$ cat config.mk
export PLATFORM = sky130hd
export DESIGN_NAME = lfsr_rand_arbiter
export DESIGN_NICKNAME = d
export VERILOG_FILES = /design/src/rtl/lfsr_rand_arbiter.sv
export SDC_FILE = /design/constraint.sdc
export NUM_CORES = 1
export LEC_CHECK = 0
export ABC_AREA = 1
export CAP_MARGIN = 40
export CORE_ASPECT_RATIO = 0.5
export CORE_MARGIN = 2
export CORE_UTILIZATION = 45
export DETAILED_ROUTE_END_ITERATION = 16
export PLACE_DENSITY = 0.92
export SLEW_MARGIN = 20
export SYNTH_ARGS = -nofsm -noshare
export SYNTH_HDL_FRONTEND = slang
export SYNTH_SLANG_ARGS = --single-unit
$ cat constraint.sdc
create_clock -name clk -period 2.1 [get_ports clk]
set_input_delay 0.42 -clock clk [delete_from_list [all_inputs] [get_ports clk]]
set_output_delay 0.42 -clock clk [all_outputs]
set_load 0.005 [all_outputs]
$ cat src/rtl/lfsr_rand_arbiter.sv
// Round-robin front end sharing one Fibonacci LFSR: a grant runs SHIFTS shift cycles, then the
// word is held (LFSR frozen) on a valid/ready response until the consumer takes it.
module lfsr_rand_arbiter #(
  parameter int              WIDTH  = 16,
  parameter int              NREQ   = 4,
  parameter int              SHIFTS = 16,
  parameter logic [WIDTH-1:0] SEED  = 16'hACE1
) (
  input  logic                    clk,
  input  logic                    rst_b,
  input  logic [NREQ-1:0]         req,
  output logic [NREQ-1:0]         gnt,
  input  logic                    reseed_valid,
  input  logic [WIDTH-1:0]        reseed_value,
  output logic                    reseed_ack,
  output logic                    rsp_valid,
  input  logic                    rsp_ready,
  output logic [$clog2(NREQ)-1:0] rsp_id,
  output logic [WIDTH-1:0]        rsp_data,
  output logic                    lfsr_load,
  output logic                    lfsr_shift_en,
  output logic [WIDTH-1:0]        lfsr_in,
  output logic                    lfsr_din,
  input  logic [WIDTH-1:0]        lfsr_out
);
  localparam int IDW = $clog2(NREQ);
  localparam int CW  = $clog2(SHIFTS + 1);

  typedef enum logic [1:0] {INIT, IDLE, RUN, RESP} state_e;

  state_e           state_q, state_d;
  logic [IDW-1:0]   rr_q, rr_d;
  logic [IDW-1:0]   owner_q, owner_d;
  logic [CW-1:0]    cnt_q, cnt_d;
  logic [WIDTH-1:0] seed_q, seed_d;
  logic [NREQ-1:0]  gnt_q, gnt_d;

  logic             win_found;
  logic [IDW-1:0]   win_idx;
  logic [IDW-1:0]   idx;

  // First requester at or after the round-robin pointer, wrapping.
  always_comb begin
    win_found = 1'b0;
    win_idx   = '0;
    idx       = '0;
    for (int i = 0; i < NREQ; i++) begin
      idx = IDW'((int'(rr_q) + i) % NREQ);
      if (!win_found && req[idx]) begin
        win_found = 1'b1;
        win_idx   = idx;
      end
    end
  end

  always_ff @(posedge clk) begin
    if (!rst_b) begin
      state_q <= INIT;
      rr_q    <= '0;
      owner_q <= '0;
      cnt_q   <= '0;
      seed_q  <= SEED;
      gnt_q   <= '0;
    end else begin
      state_q <= state_d;
      rr_q    <= rr_d;
      owner_q <= owner_d;
      cnt_q   <= cnt_d;
      seed_q  <= seed_d;
      gnt_q   <= gnt_d;
    end
  end

  always_comb begin
    state_d = state_q;
    rr_d    = rr_q;
    owner_d = owner_q;
    cnt_d   = cnt_q;
    seed_d  = seed_q;
    gnt_d   = '0;
    case (state_q)
      INIT: state_d = IDLE;
      IDLE: begin
        // A stuck-at-zero LFSR can never recover on its own, so it outranks everything.
        if (lfsr_out == '0) begin
          state_d = INIT;
          seed_d  = SEED;
        end else if (reseed_valid) begin
          state_d = INIT;
          seed_d  = (reseed_value == '0) ? SEED : reseed_value;
        end else if (win_found) begin
          state_d        = RUN;
          owner_d        = win_idx;
          cnt_d          = CW'(SHIFTS - 1);
          rr_d           = (win_idx == IDW'(NREQ - 1)) ? '0 : win_idx + IDW'(1);
          gnt_d[win_idx] = 1'b1;
        end
      end
      RUN: begin
        if (cnt_q == '0) begin
          state_d = RESP;
        end else begin
          cnt_d = cnt_q - CW'(1);
        end
      end
      RESP: if (rsp_ready) state_d = IDLE;
      default: state_d = INIT;
    endcase
  end

  // While reset is asserted every output is forced quiet and the LFSR sees the default seed.
  always_comb begin
    gnt           = '0;
    reseed_ack    = 1'b0;
    rsp_valid     = 1'b0;
    rsp_id        = '0;
    rsp_data      = '0;
    lfsr_load     = 1'b0;
    lfsr_shift_en = 1'b0;
    lfsr_in       = SEED;
    if (rst_b) begin
      lfsr_in = seed_q;
      gnt     = gnt_q;
      case (state_q)
        INIT: lfsr_load = 1'b1;
        IDLE: reseed_ack = reseed_valid && (lfsr_out != '0);
        RUN:  lfsr_shift_en = 1'b1;
        RESP: begin
          rsp_valid = 1'b1;
          rsp_id    = owner_q;
          rsp_data  = lfsr_out;
        end
        default: lfsr_load = 1'b0;
      endcase
    end
  end

  assign lfsr_din = 1'b0;

endmodule

* After elaboration in Yosys (flattened, before gate mapping) *
Index checks and enable logic that the tools add are counted.

storage, ports and cells
  register bits = 31
  input bits = 40
  output and inout port bits = 43
  word-level logic and storage cells = 100

operators by class
  add/subtract/negate cells = 5
  $lt $le $gt $ge = 6
  eq/ne operators = 11
  mux-type cells = 47
  bitwise gates (word level) = 5
  reductions and logical operators = 20

operators with widths
  cell                                                                  count
  16-bit 2-to-1 mux                                                     6
  16-bit zero test                                                      2
  2-bit 2-to-1 mux                                                      12
  5-bit 2-to-1 mux                                                      4
  1-bit 2-to-1 mux                                                      17
  16-bit nonzero test                                                   1
  2-bit by 3-bit < comparator with 1-bit output, second input constant  5
  2-bit != test, second input constant                                  6
  5-bit case mux with 2 select lines                                    1
  1-bit binary-select mux with 2-bit select                             4
  2-bit case mux with 4 select lines                                    1
  2-bit == test, second input constant                                  3
  1-bit logical AND                                                     5
  5-bit zero test                                                       1
  1-bit NOT                                                             5
  5-bit AND reduction                                                   1
  5-bit OR reduction                                                    1
  5-bit by 1-bit subtractor with 5-bit output, second input constant    1
  2-bit by 1-bit adder with 2-bit output, second input constant         2
  2-bit adder, second input constant                                    2
  4-bit 2-to-1 mux                                                      1
  4-bit != test, second input constant                                  1
  4-bit AND reduction                                                   1
  2-bit nonzero test                                                    2
  7 further kinds                                                       9

* Depth between registers and ports, before layout *
Gate-level depths: netlist of the first run.

  depth after elaboration = 16
  mapped depth = 14
  gate-level depth less buffers = 14

* Least setup slack after synthesis of the first run *
OpenSTA, ideal clock, no wires.

  path kind = register -> register
  start = register rr_q[0]
  end = register rr_q[1]
  data arrival time = 1640 ps
  data required time = 1984 ps
  path slack = 344 ps
  cell stages (with the launch flop) = 14
  period minus slack after synthesis = 1756 ps
  cell sequence = dfxtp_1 buf_6 nand2_1 nand2_4 nand2_1 o21ai_4 inv_2 nand3_1 nand3_1 nand2_1 inv_1 ha_1 o21ai_0 nor2_1

between the ends
  cells in the longest elaborated chain, start to end = 14
  elaborated cells on any way between the ends = 29
  classes of those cells = add/sub (4); eq/ne (1); mux (17); reduce/logical (7)

RTL lines
  element                                                                          line  text
  start: declaration                                                               32    logic [IDW-1:0] rr_q, rr_d;
  start signal: assignment                                                         66    rr_q <= rr_d;
  branches (longest 11 deep; another with 2-bit by 1-bit adder with 2-bit output)  --
  2-bit 2-to-1 mux *                                                               49    if (!win_found && req[idx]) begin
  via win_idx[1]                                                                   39    logic [IDW-1:0] win_idx;
  2-bit by 1-bit adder with 2-bit output or 2-bit == test (tied branches)          95    rr_d = (win_idx == IDW'(NREQ - 1)) ? '0 : win_idx + IDW'(1);
  2-bit 2-to-1 mux *                                                               95

Mark *: on every way through the listed nets, which the timed path passes. The select of a mux whose other input is x is not followed.
A chain may end at the register's enable or synchronous reset.

* Final worst setup path of the first run *
  start = input lfsr_out[6]
  end = output reseed_ack

between the ends
  cells in the longest elaborated chain, start to end = 4

RTL lines
  element              line  text
  start: declaration   24    input logic [WIDTH-1:0] lfsr_out
  16-bit nonzero test  126   IDLE: reseed_ack = reseed_valid && (lfsr_out != '0);
  1-bit logical AND    126
  1-bit 2-to-1 mux     124   case (state_q)
  1-bit 2-to-1 mux     121   if (rst_b) begin
  end: declaration     15    output logic reseed_ack,

Every way passes these cells.

==> impl_metrics.yaml, run 1 <==
worst_hold_path:
  worst_hold_startpoint: "seed_q[7]"
  worst_min_delay_path_endpoint: "seed_q[7]"
  worst_min_delay_path_class: "reg -> reg"
  min_path_cells: 2
timing:
  sum_neg_setup_slack_ps: -40.0
  setup_repair_after_global_routing_missed_its_margin: "yes"
  finalClockSkew_ps: 9.72
  maxSlewViolCount: 0
  finalCritPeriodShare_pct: 102
  fmax_mhz: 467
  final_report_hold_violation_count: 0
  post-route-min-period_ps: 2140
  timing.final.setup_violations: 1
  final_worst_setup_slack_ps: -40.0
synthesis:
  number_of_flops_mapped_to_enable_cells_by_yosys: 0
  yosysTopAreaCell: "dfxtp_1"
  top_area_cells_in_the_synthesized_netlist: "dfxtp_1 28%, nand2_1 17%, inv_1 11%, nor2_1 10%, ha_1 5.7%"
  netlist_instances: 368
  netlist_area_sq_um: 2210
  synth-async-reset-ratio_pct: 0
  ffs_latches_synth: 31
  netlist-cell-type-count: 32
  synth.top_cells.by_count: "98 x nand2_1, 67 x inv_1, 60 x nor2_1, 31 x dfxtp_1, 22 x nand3_1"
  synth_flop_cell: "dfxtp_1"
  postSynthAreaPerCell_sq_um: 6.00
  yosysMostFrequentCell: "nand2_1"
  yosys.area.top_type_share_pct: 28.1
  yosysSeqAreaShare_pct: 28.1
  synthesis.yosys.warnings: 0
  syn_nets: 418
setup_path:
  cp_max_fo: 2
  cp-end-kind: "output pin"
  reg2reg_from: "rr_q[0]"
  worst-setup-path-type: "in -> out"
  worst_ep_required_time_ps: 1680
  timing.critical_path.arrival_ps: 1720
  startpoint_type: "input pin"
  depth_of_the_worst_register_to_register_path: 13
  reg2reg_slack_ps: 190
  regToRegEndpoint: "rr_q[1]"
clocking:
  clk-insertion-delay-late_ps: 300
  holdBufCountCts: 0
  clockRootBuffer: "clkbuf_8"
  tritoncts_num_sinks: 31
  h_tree_depth: 2
  clock_tree_from_tritoncts: "yes"
  clock_path_buffers: 2
  clk_pin_slew_worst_paths_ps: 60
  cts_inserted_buffers: 5
detailed_routing:
  ant_nets: 0
  drc: 0
  detailedRoute.firstPassIterationCount: 5
  finalWirelength_um: 7680
  vias: 2755
  routed_wire_length_per_instance_um: 14.1
  via_density_per_instance: 5.06
  dr.first_iter.drc_count: 239
final_layout:
  antenna-diode-count: 0
  synth_to_layout_area_growth_pct: 58.6
  layout.core_utilization_pct: 77.0
  final_layout_size_suffix_gt1_share_pct: 17.3
  finish.net_count: 528
job:
  cap_viol_max_count: 0
floorplanning:
  dieHeight_um: 53.6
  placeable_area_sq_um: 4550
  start_util_pct: 48.5
  ios: 83
  core.rowCount: 17
  dieWidth_um: 103
  die_footprint_sq_um: 5520
global_routing:
  vias_in_the_first_global_route: 2463
  largest_net_degree_at_the_start_of_global_routing: 25
  global_route.usage.total_pct: 26.2
  antenna_found_initial: 0
  grt_overflow_total: 0
  grt_first_pass_wirelength_um: 11000
power:
  internal_power_mw: 1.47
  netSwitchingFraction_pct: 36.1
  p_leak_nw: 2.05
  p_total_mw: 2.31
  power.sequential.fraction_pct: 31.3
  power.share.clock_pct: 27.3
  power.net_switching_mw: 0.834
  peakVddDrop_v: 0.000300
  comb_power_share_pct: 41.4
  power_density_nw_per_um2: 659
placed_design:
  detailedPlacementHpwl_um: 5010
  io_buffer_count: 81
  gp_routability_congestion: 0.860
  detailedPlace.worstSlack_ps: -260
run_status:
  outcome: "finished with violations"
  violations: "setup timing"
==> routing by layer <==
layer / vias up / routed length (um) / share of wire, % / track usage, %
met4: 0 / 299 / 3.9 / 9.87
met5: - / 0 / 0 / 1.92
li1: 1334 / - / - / -
met3: 44 / 580 / 7.5 / 5.97
met1: 1233 / 3100 / 40 / 30.9
met2: 144 / 3710 / 48 / 47.2
==> metrics by stage <==
step	instance area, sq um	hold WS, ps	std cells
after floorplan	2210	420	368
after global placement	3280	430	533
after detailed placement	3280	444	533
after CTS	3430	465	544
after global routing	3500	499	545
final	3500	462	545
==> power by group through the flow <==
stage,Combinational [mW],Sequential [mW],Clock (mW)
finish,0.955,0.723,0.630
global route,1.06,0.728,0.646
CTS,0.916,0.717,0.624
detailed placement,0.901,0.724,0
global placement,0.865,0.719,0
floorplan,0.546,0.709,0
==> placed cells by master (no fill, tap or decap), types with 3 or more instances in the layout <==
cell	Yosys	routed
a21oi_1	20	20
a22o_1	4	4
buf_4	1	29
buf_6	1	3
clkbuf_8	0	6
clkdlybuf4s50_1	0	57
dfxtp_1	31	29
dlygate4sd2_1	0	10
dlymetal6s2s_1	0	14
ha_1	10	9
inv_1	67	66
inv_2	4	5
nand2_1	98	96
nand2_2	11	12
nand3_1	22	20
nand3_2	1	3
nor2_1	60	56
nor2_2	1	5
o21ai_0	3	3
or2_2	8	8
==> area by class of cell <==
| cell class | instances | area [sq um] |
|---|---|---|
| Inverter | 71 | 267 |
| Multi-Input combinational cell | 255 | 1310 |
| Clock buffer | 6 | 82.6 |
| Tap cell | 66 | 82.6 |
| Timing Repair Buffer | 114 | 1100 |
| Sequential cell | 31 | 626 |
| Fill cell | 308 | 1050 |
| Clock inverter | 2 | 35.0 |
==> cell families (layout without fill, tap and decap cells) <==
group           after synthesis  count (layout)  synth area share, %
simple gates                211             211                 42.3
buf+inv                      82             193                 14.7
compound gates               33              33                 9.12
flops                        31              31                 28.1
fa+ha+maj                    10              10                 5.66
other cells                   1               1                0.170
==> timing repair <==
item / CTS / global route
buffers inserted: 2 / 1
gates cloned: 1 / 0
resized for setup: 20 / 23
pin swaps: 1 / 4
setup endpoints to repair: 42 / 21
==> how the worst max path moves through the flow <==
stage	startpoint	endpoint
6_report	lfsr_out[6]	reseed_ack
5_1_grt	lfsr_out[6]	reseed_ack
4_1_cts	lfsr_out[10]	reseed_ack
3_5_place_dp	lfsr_out[9]	reseed_ack
3_3_place_gp	lfsr_out[10]	reseed_ack
2_1_floorplan	rr_q[0]	rr_q[1]
==> registers in the layout (all words and copies together) (netlist names) <==
signal   count
state_q      2
seed_q      16
gnt_q        4
cnt_q        5
rr_q         2
owner_q      2
==> critical path, stage by stage <==
cell and delay [ps]:
clkdlybuf4s50_1 460, nor2_1 170, nand2_1 70, nor2_1 120, nand2_2 80, nand3_1 90
nor2_2 50, dlygate4sd2_1 260
Note: power is estimated with default switching activity, not from simulation.
==> run 2, diff against run 1 <==
--- a/config.mk
+++ b/config.mk
@@ -9,9 +9,9 @@
 export CAP_MARGIN = 40
 export CORE_ASPECT_RATIO = 0.5
 export CORE_MARGIN = 2
-export CORE_UTILIZATION = 45
+export CORE_UTILIZATION = 35
 export DETAILED_ROUTE_END_ITERATION = 16
-export PLACE_DENSITY = 0.92
+export PLACE_DENSITY = 0.77
 export SLEW_MARGIN = 20
 export SYNTH_ARGS = -nofsm -noshare
 export SYNTH_HDL_FRONTEND = slang
==> run 2 against run 1 <==
Effect of this change: the flow now finishes without violations; final cell count is 4.0% higher; utilization is 18 points lower; global-route usage is 8.9 points lower; sequential cell count is the same; count of clock-buffer cells in the layout rose by 2; clock power rose by 18%; combinational power down 4.3%; largest cell class unchanged; power rose by 2.9%; design area grew 1.5%; via count shrank 11%; die area up 27%; setup slack better by 55 ps.
==> impl_metrics.yaml, run 2 (same netlist as run 1, synthesis figures left out) <==
timing:
  sum_neg_setup_slack_ps: 0
  fmax_mhz: 480
  maxSlewViolCount: 0
  setup_repair_after_global_routing_missed_its_margin: "yes"
  finalCritPeriodShare_pct: 99.3
  timing.final.setup_violations: 0
  post-route-min-period_ps: 2080
  final_report_hold_violation_count: 0
  finalClockSkew_ps: 3.73
  fin_worst_hold_slack_ps: 450
floorplanning:
  start_util_pct: 36.3
  placeable_area_sq_um: 6080
  ios: 83
  dieWidth_um: 116
  core.rowCount: 20
  dieHeight_um: 60.2
  die_footprint_sq_um: 7000
setup_path:
  critical_path.cell_chain: "clkdlybuf4s50_1 -> nor2_2 -> nand2_1 -> nor2_2 -> nand2_2 -> nand3_1 -> nor2_1 -> dlygate4sd2_1"
  reg2reg_from: "rr_q[0]"
  top_family_by_delay_on_critical_path: "buffers and inverters"
  crit_path_start: "lfsr_out[10]"
  worstPathBufferInverterCount: 2
  timing.critical_path.arrival_ps: 1660
  cp_max_fo: 2
  cp-end-kind: "output pin"
  worst_path_max_delay_cell: "clkdlybuf4s50_1"
  worst-setup-path-type: "in -> out"
  crit_path_frequent_cell: "nor2_2"
  startpoint_type: "input pin"
  timing.critical_path.slowest_cell_delay_ps: 450
  worst_ep_required_time_ps: 1680
global_routing:
  vias_in_the_first_global_route: 2157
  antenna_found_initial: 0
  global_route.usage.total_pct: 17.2
  largest_net_degree_at_the_start_of_global_routing: 25
  grt_first_pass_wirelength_um: 9560
  grt_overflow_total: 0
clocking:
  clock_tree_from_tritoncts: "yes"
  clockRootBuffer: "clkbuf_16"
  clock_path_buffers: 2
  h_tree_depth: 2
  post-cts-setup-buffer-count: 0
  clk_pin_slew_worst_paths_ps: 50
  cts_inserted_buffers: 5
  holdBufCountCts: 0
  tritoncts_num_sinks: 31
  clk-insertion-delay-late_ps: 270
placed_design:
  gp_routability_congestion: 0.808
  placement.cell_area_sq_um: 3350
  detailedPlacementHpwl_um: 4540
  io_buffer_count: 81
final_layout:
  final_layout_size_suffix_gt1_share_pct: 16.9
  fill_cells: 560
  number_of_flip_flops_in_the_largest_register: 16
  area_of_the_multi_input_gates_sq_um: 1290
  post_route_cell_area_sq_um: 3560
  layout.cells.most_common: "nand2_1"
  seq_area_sq_um: 627
  max_flop_register: "seed_q"
  layout.cells.most_common_list: "96 x nand2_1, 66 x inv_1, 65 x clkdlybuf4s50_1, 56 x nor2_1, 30 x buf_4"
  finish.net_count: 528
  synth_to_layout_area_growth_pct: 61.0
  reg.largest.list: "seed_q (16), cnt_q (5), gnt_q (4)"
  antenna-diode-count: 0
job:
  cap_viol_max_count: 0
run_status:
  outcome: "completed"
worst_hold_path:
  worst_min_delay_path_class: "reg -> reg"
  worst_hold_startpoint: "seed_q[10]"
power:
  peakVddDrop_v: 0.000309
  power_density_nw_per_um2: 668
  p_leak_nw: 1.98
  p_total_mw: 2.38
detailed_routing:
  via_density_per_instance: 4.31
  vias: 2442
  ant_nets: 0
  detailedRoute.firstPassIterationCount: 4
  drc: 0
  finalWirelength_um: 5830
  routed_wire_length_per_instance_um: 10.3
  dr.first_iter.drc_count: 116
-- run 2: worst min-delay path, stage by stage (launching register included) --
cell	delay [ps]
dfxtp_1	320
a21oi_1	60
nand2_1	50
-- run 2: metal layers --
layer  part of all wire (%)  vias up  wire [um]  global-route usage [%]
met5                      0        -          0                       0
met4                   0.94        0         55                    4.59
met3                    2.7        7        160                    2.84
met2                     49       30       2830                    30.6
met1                     48     1073       2780                    22.1
li1                       -     1332          -                       -
-- run 2: what timing repair did --
| item | CTS | global route |
|---|---|---|
| pin swaps | 0 | 5 |
| gates resized for setup | 14 | 18 |
| setup endpoints to repair | 42 | 23 |
-- run 2: power breakdown --
part	leakage (nW)	total, mW	switching, mW	internal [mW]
clock network	0.0772	0.746	0.243	0.504
registers	0.255	0.716	0.0508	0.665
logic	1.64	0.914	0.479	0.435
-- run 2: path summary, 6_finish.rpt --
check               endpoint  slack, ps  depth (start not counted)
setup reg to reg     rr_q[1]        270                         13
hold reg to reg   seed_q[10]        450                          2
hold / removal    seed_q[10]        450                          2
setup / recovery  reseed_ack         20                          8
-- run 2: per-stage QoR --
step                      cells  setup slack, ps  utilization [%]
after floorplan             368              344                -
final                       567             15.1             58.5
after global routing        567            -66.2             58.5
after detailed placement    559             -242             55.0
after CTS                   567             4.22             57.7
after global placement      559             -230             55.0
-- run 2: area by class of cell --
| type | instances | share of cell area (%) |
|---|---|---|
| Tap cell | 88 | 3.10 |
| Sequential cell | 31 | 17.6 |
| Clock buffer | 8 | 4.40 |
| Timing Repair Buffer | 114 | 31.1 |
| Inverter | 71 | 7.49 |
| Multi-Input combinational cell | 255 | 36.3 |
==> RTL edit 1 (flow settings as in run 2) <==
Make the reset (`rst_b`) asynchronous in one clocked block.
--- a/src/rtl/lfsr_rand_arbiter.sv
+++ b/src/rtl/lfsr_rand_arbiter.sv
@@ -53,7 +53,7 @@
     end
   end
 
-  always_ff @(posedge clk) begin
+  always_ff @(posedge clk or negedge rst_b) begin
     if (!rst_b) begin
       state_q <= INIT;
       rr_q    <= '0;
Formal check against the unedited RTL: same outputs for any inputs over 10 cycles, from zero or initial values and one cycle with rst_b low; that may be too few to reach the edited logic, so the function may still have changed.
==> RTL edit 1 against run 2 <==
- maximum frequency up 2.6%
- area after synthesis up 2.8%
- worst setup slack better by 0.054 ns
- sequential cell count unchanged
- critical path depth unchanged
- wire length down 3.1%
- first-iteration DRC count down 17%
- final area down 0.98%
- count of clock-buffer cells in the layout down 1
- sequential share of layout area up 4.7 points
Power is not compared: it rests on default switching activity, and its combinational part moved more than twofold at a synthesized area within 25%.
==> RTL edit 1: results (changes against run 2) <==
grt_use_met1_pct: 19.7  # -2.4 points
period_share_pct: 96.7  # -2.6 points
gr-usage-met3_pct: 3.01  # +0.17 points
async_reset_ff_share_pct: 100  # +100 points
grt_max_degree: 23  # -8.0%
drive_gt1_share_pct: 17.9  # +0.95 points
fin_nets: 498  # -5.7%
global_route.usage.met2_pct: 30.7  # +0.17 points
first_iter_violations: 96  # -17%
avgSynthCellArea_um2: 6.68  # +11%
timing.rr.start: "rr_q[0]$_DFFE_PN0P_"
dp_hpwl_um: 4460  # -1.8%
dp.cells: 525  # -6.1%
cp_slowest_stage_delay_ns: 0.42  # -0.03 ns
cts_resized: 11  # -3
fin_cells: 536  # -5.5%
synth_area_leaders: "dfrtp_1 25%, nand2_1 15%, inv_1 12%, dfstp_2 9.3%, nor2_1 7.6%"
wl_met2_um: 2840  # +0.39%
wl_met1_um: 2600  # -6.4%
post-place-ws_ns: -0.178  # +0.0640 ns
place_area_mm2: 0.00333  # -0.56%
gp_congestion: 0.865  # +7.1%
wl_met3_um: 149  # -6.9%
syn_nets: 391  # -6.5%
grtUsageTotal_pct: 16.3  # -0.97 points
via_per_inst: 4.30  # -0.11%
status: "finished clean"
RTL edit 1: per-stage QoR:
stage                     power (uW)  setup TNS (ns)  util, %  hold slack, ns
after floorplan                 2600               0        -           0.124
after global placement          3500          -0.232     54.0           0.228
after detailed placement        3550          -0.356     54.0           0.228
after CTS                       4270               0     56.5           0.156
after global routing            4690         -0.0502     57.2           0.168
final                           4260               0     57.2           0.154
RTL edit 1: final cells by class:
cell class	count	share of cell area (%)
Clock buffer	7	3.77
Inverter	76	8.10
Multi-Input combinational cell	228	33.8
Sequential cell	31	22.3
Timing Repair Buffer	105	28.7
Tap cell	88	3.13
Clock inverter	1	0.142
RTL edit 1: worst max-delay path: cells and delay by family:
family        cells  cell delay (ns)
buf+inv           2             0.68
simple gates      6             0.51
RTL edit 1: logic make-up after synthesis:
logic type      share of synthesized area (%)
buf+inv                                  13.9
xor+xnor                                0.386
simple gates                             38.5
fa+ha+maj                                6.06
compound gates                           6.39
other cells                             0.165
flops                                    34.6
==> RTL edit 2 (flow settings as in run 2) <==
Without the edit above. Set the parameter `SHIFTS` to 32 (it was 16).
--- a/src/rtl/lfsr_rand_arbiter.sv
+++ b/src/rtl/lfsr_rand_arbiter.sv
@@ -3,7 +3,7 @@
 module lfsr_rand_arbiter #(
   parameter int              WIDTH  = 16,
   parameter int              NREQ   = 4,
-  parameter int              SHIFTS = 16,
+  parameter int              SHIFTS = 32,
   parameter logic [WIDTH-1:0] SEED  = 16'hACE1
 ) (
   input  logic                    clk,
Behaviour: same outputs for any inputs over 10 cycles, from zero or initial values and one cycle with rst_b low; that may be too few to reach the edited logic, so the function may still have changed.
==> RTL edit 2 against run 2 <==
- wire length rose by 8.9%
- final area rose by 3.9%
- die area rose by 3.9%
- critical path depth fell by 3
- worst setup slack improved by 0.070 ns
- power rose by 7.3%
- sequential cell count rose by 1
- sequential share of layout area fell by 0.15 points
- count of clock-buffer cells in the layout fell by 2
- cell count rose by 3.2%
- area after synthesis rose by 4.1%
- global-route usage rose by 0.18 points
- first-iteration DRC count fell by 5.2%
- critical path type is now flip-flop to output pin
- largest cell class unchanged
==> RTL edit 2: results (changes against run 2) <==
status: "finished clean"
dp_hpwl_um: 4910  # +8.3%
yosys-top-cells-count: "105 x nand2_1, 71 x inv_1, 64 x nor2_1"
largestRegisters: "seed_q (16), cnt_q (6), gnt_q (4)"
drive_gt1_share_pct: 17.5  # +0.59 points
bufAreaShareNonClock_pct: 31.3  # +0.29 points
synth_top_area_share_pct: 27.8  # -0.24 points
synthAdderAreaFrac_pct: 5.98  # +0.32 points
multi_input_gates: 262  # +2.7%
crit_path_max_fanout: 10  # +8
first_iter_violations: 110  # -5.2%
multi_input_area_share_pct: 36.1  # -0.25 points
gp_congestion: 0.806  # -0.24%
ys_ff_latch: 32  # +3.2%
yosysSeqAreaShare_pct: 27.8  # -0.24 points
n_fill_cell: 576  # +2.9%
final_util_pct: 59.6  # +1.1 points
vdd_drop_max_mv: 0.325  # +5.1%
gr-usage-met3_pct: 3.43  # +0.59 points
via_per_inst: 4.39  # +2.0%
clkbuf_count: 6  # -2
worst_clock_skew_ns: 0.00162  # -0.00212 ns
syn_nets: 429  # +2.6%
synth_area_leaders: "dfxtp_1 28%, nand2_1 17%, inv_1 12%, nor2_1 10%, ha_1 6.0%"
grt_max_degree: 26  # +4.0%
seqCellArea_um2: 646  # +3.0%
cp.arrival_ns: 1.59  # -0.07 ns
synthMuxAreaShare_pct: 0.435  # +0.44 points
grt_use_met1_pct: 19.7  # -2.4 points
==> RTL edit 2: cell count changes after synthesis, moves of 3 or more <==
cell     change
inv_1        +4
a22o_1       -3
nand2_2      -5
nand2_4      +5
nor2_1       +4
nand2_1      +7
==> RTL edit 2: timing repair <==
item                                    in CTS  in global routing
buffers inserted                             0                  1
gates cloned                                 0                  0
pin swaps                                    0                  9
endpoints found under the setup margin      41                 27
hold buffers                                 0                  0
resized for setup                           15                 30
==> RTL edit 2: routing by layer <==
layer / part of all wire, % / vias to the layer above
met1: 44 / 1170
met2: 52 / 35
met5: 0 / -
li1: - / 1360
met3: 2.5 / 6
met4: 1.1 / 0
==> RTL edit 2: cell families after synthesis <==
group	count (synthesis)
compound gates	29
other cells	1
buf+inv	84
simple gates	219
xor+xnor	1
mux	1
flops	32
fa+ha+maj	11
==> RTL edit 2: path summary, 6_finish.rpt <==
kind | from | end | slack (ns) | cells after the start
setup / recovery | state_q[0]$_SDFFE_PN0P_ | rsp_valid | 0.09 | 5
hold / removal | seed_q[0]$_SDFFE_PN1P_ | seed_q[0]$_SDFFE_PN1P_ | 0.46 | 2
setup reg to reg | rr_q[0]$_SDFFE_PN0P_ | rr_q[1]$_SDFFE_PN0P_ | 0.20 | 15
hold reg to reg | seed_q[0]$_SDFFE_PN1P_ | seed_q[0]$_SDFFE_PN1P_ | 0.46 | 2
==> RTL edit 2: power by group through the flow <==
stage               clock [uW]  sequential, uW  combinational (uW)
floorplan                    0             728                 592
global placement             0             742                 972
detailed placement           0             744                 995
CTS                        821             733                1010
global route               851             743                1140
finish                     807             735                1010
==> RTL edit 2: metrics by stage <==
step / cells / TNS, ns
final: 585 / 0
after global routing: 585 / -0.0129
after CTS: 584 / -0.00424
after detailed placement: 576 / -8.08
after global placement: 576 / -7.17
after floorplan: 378 / 0
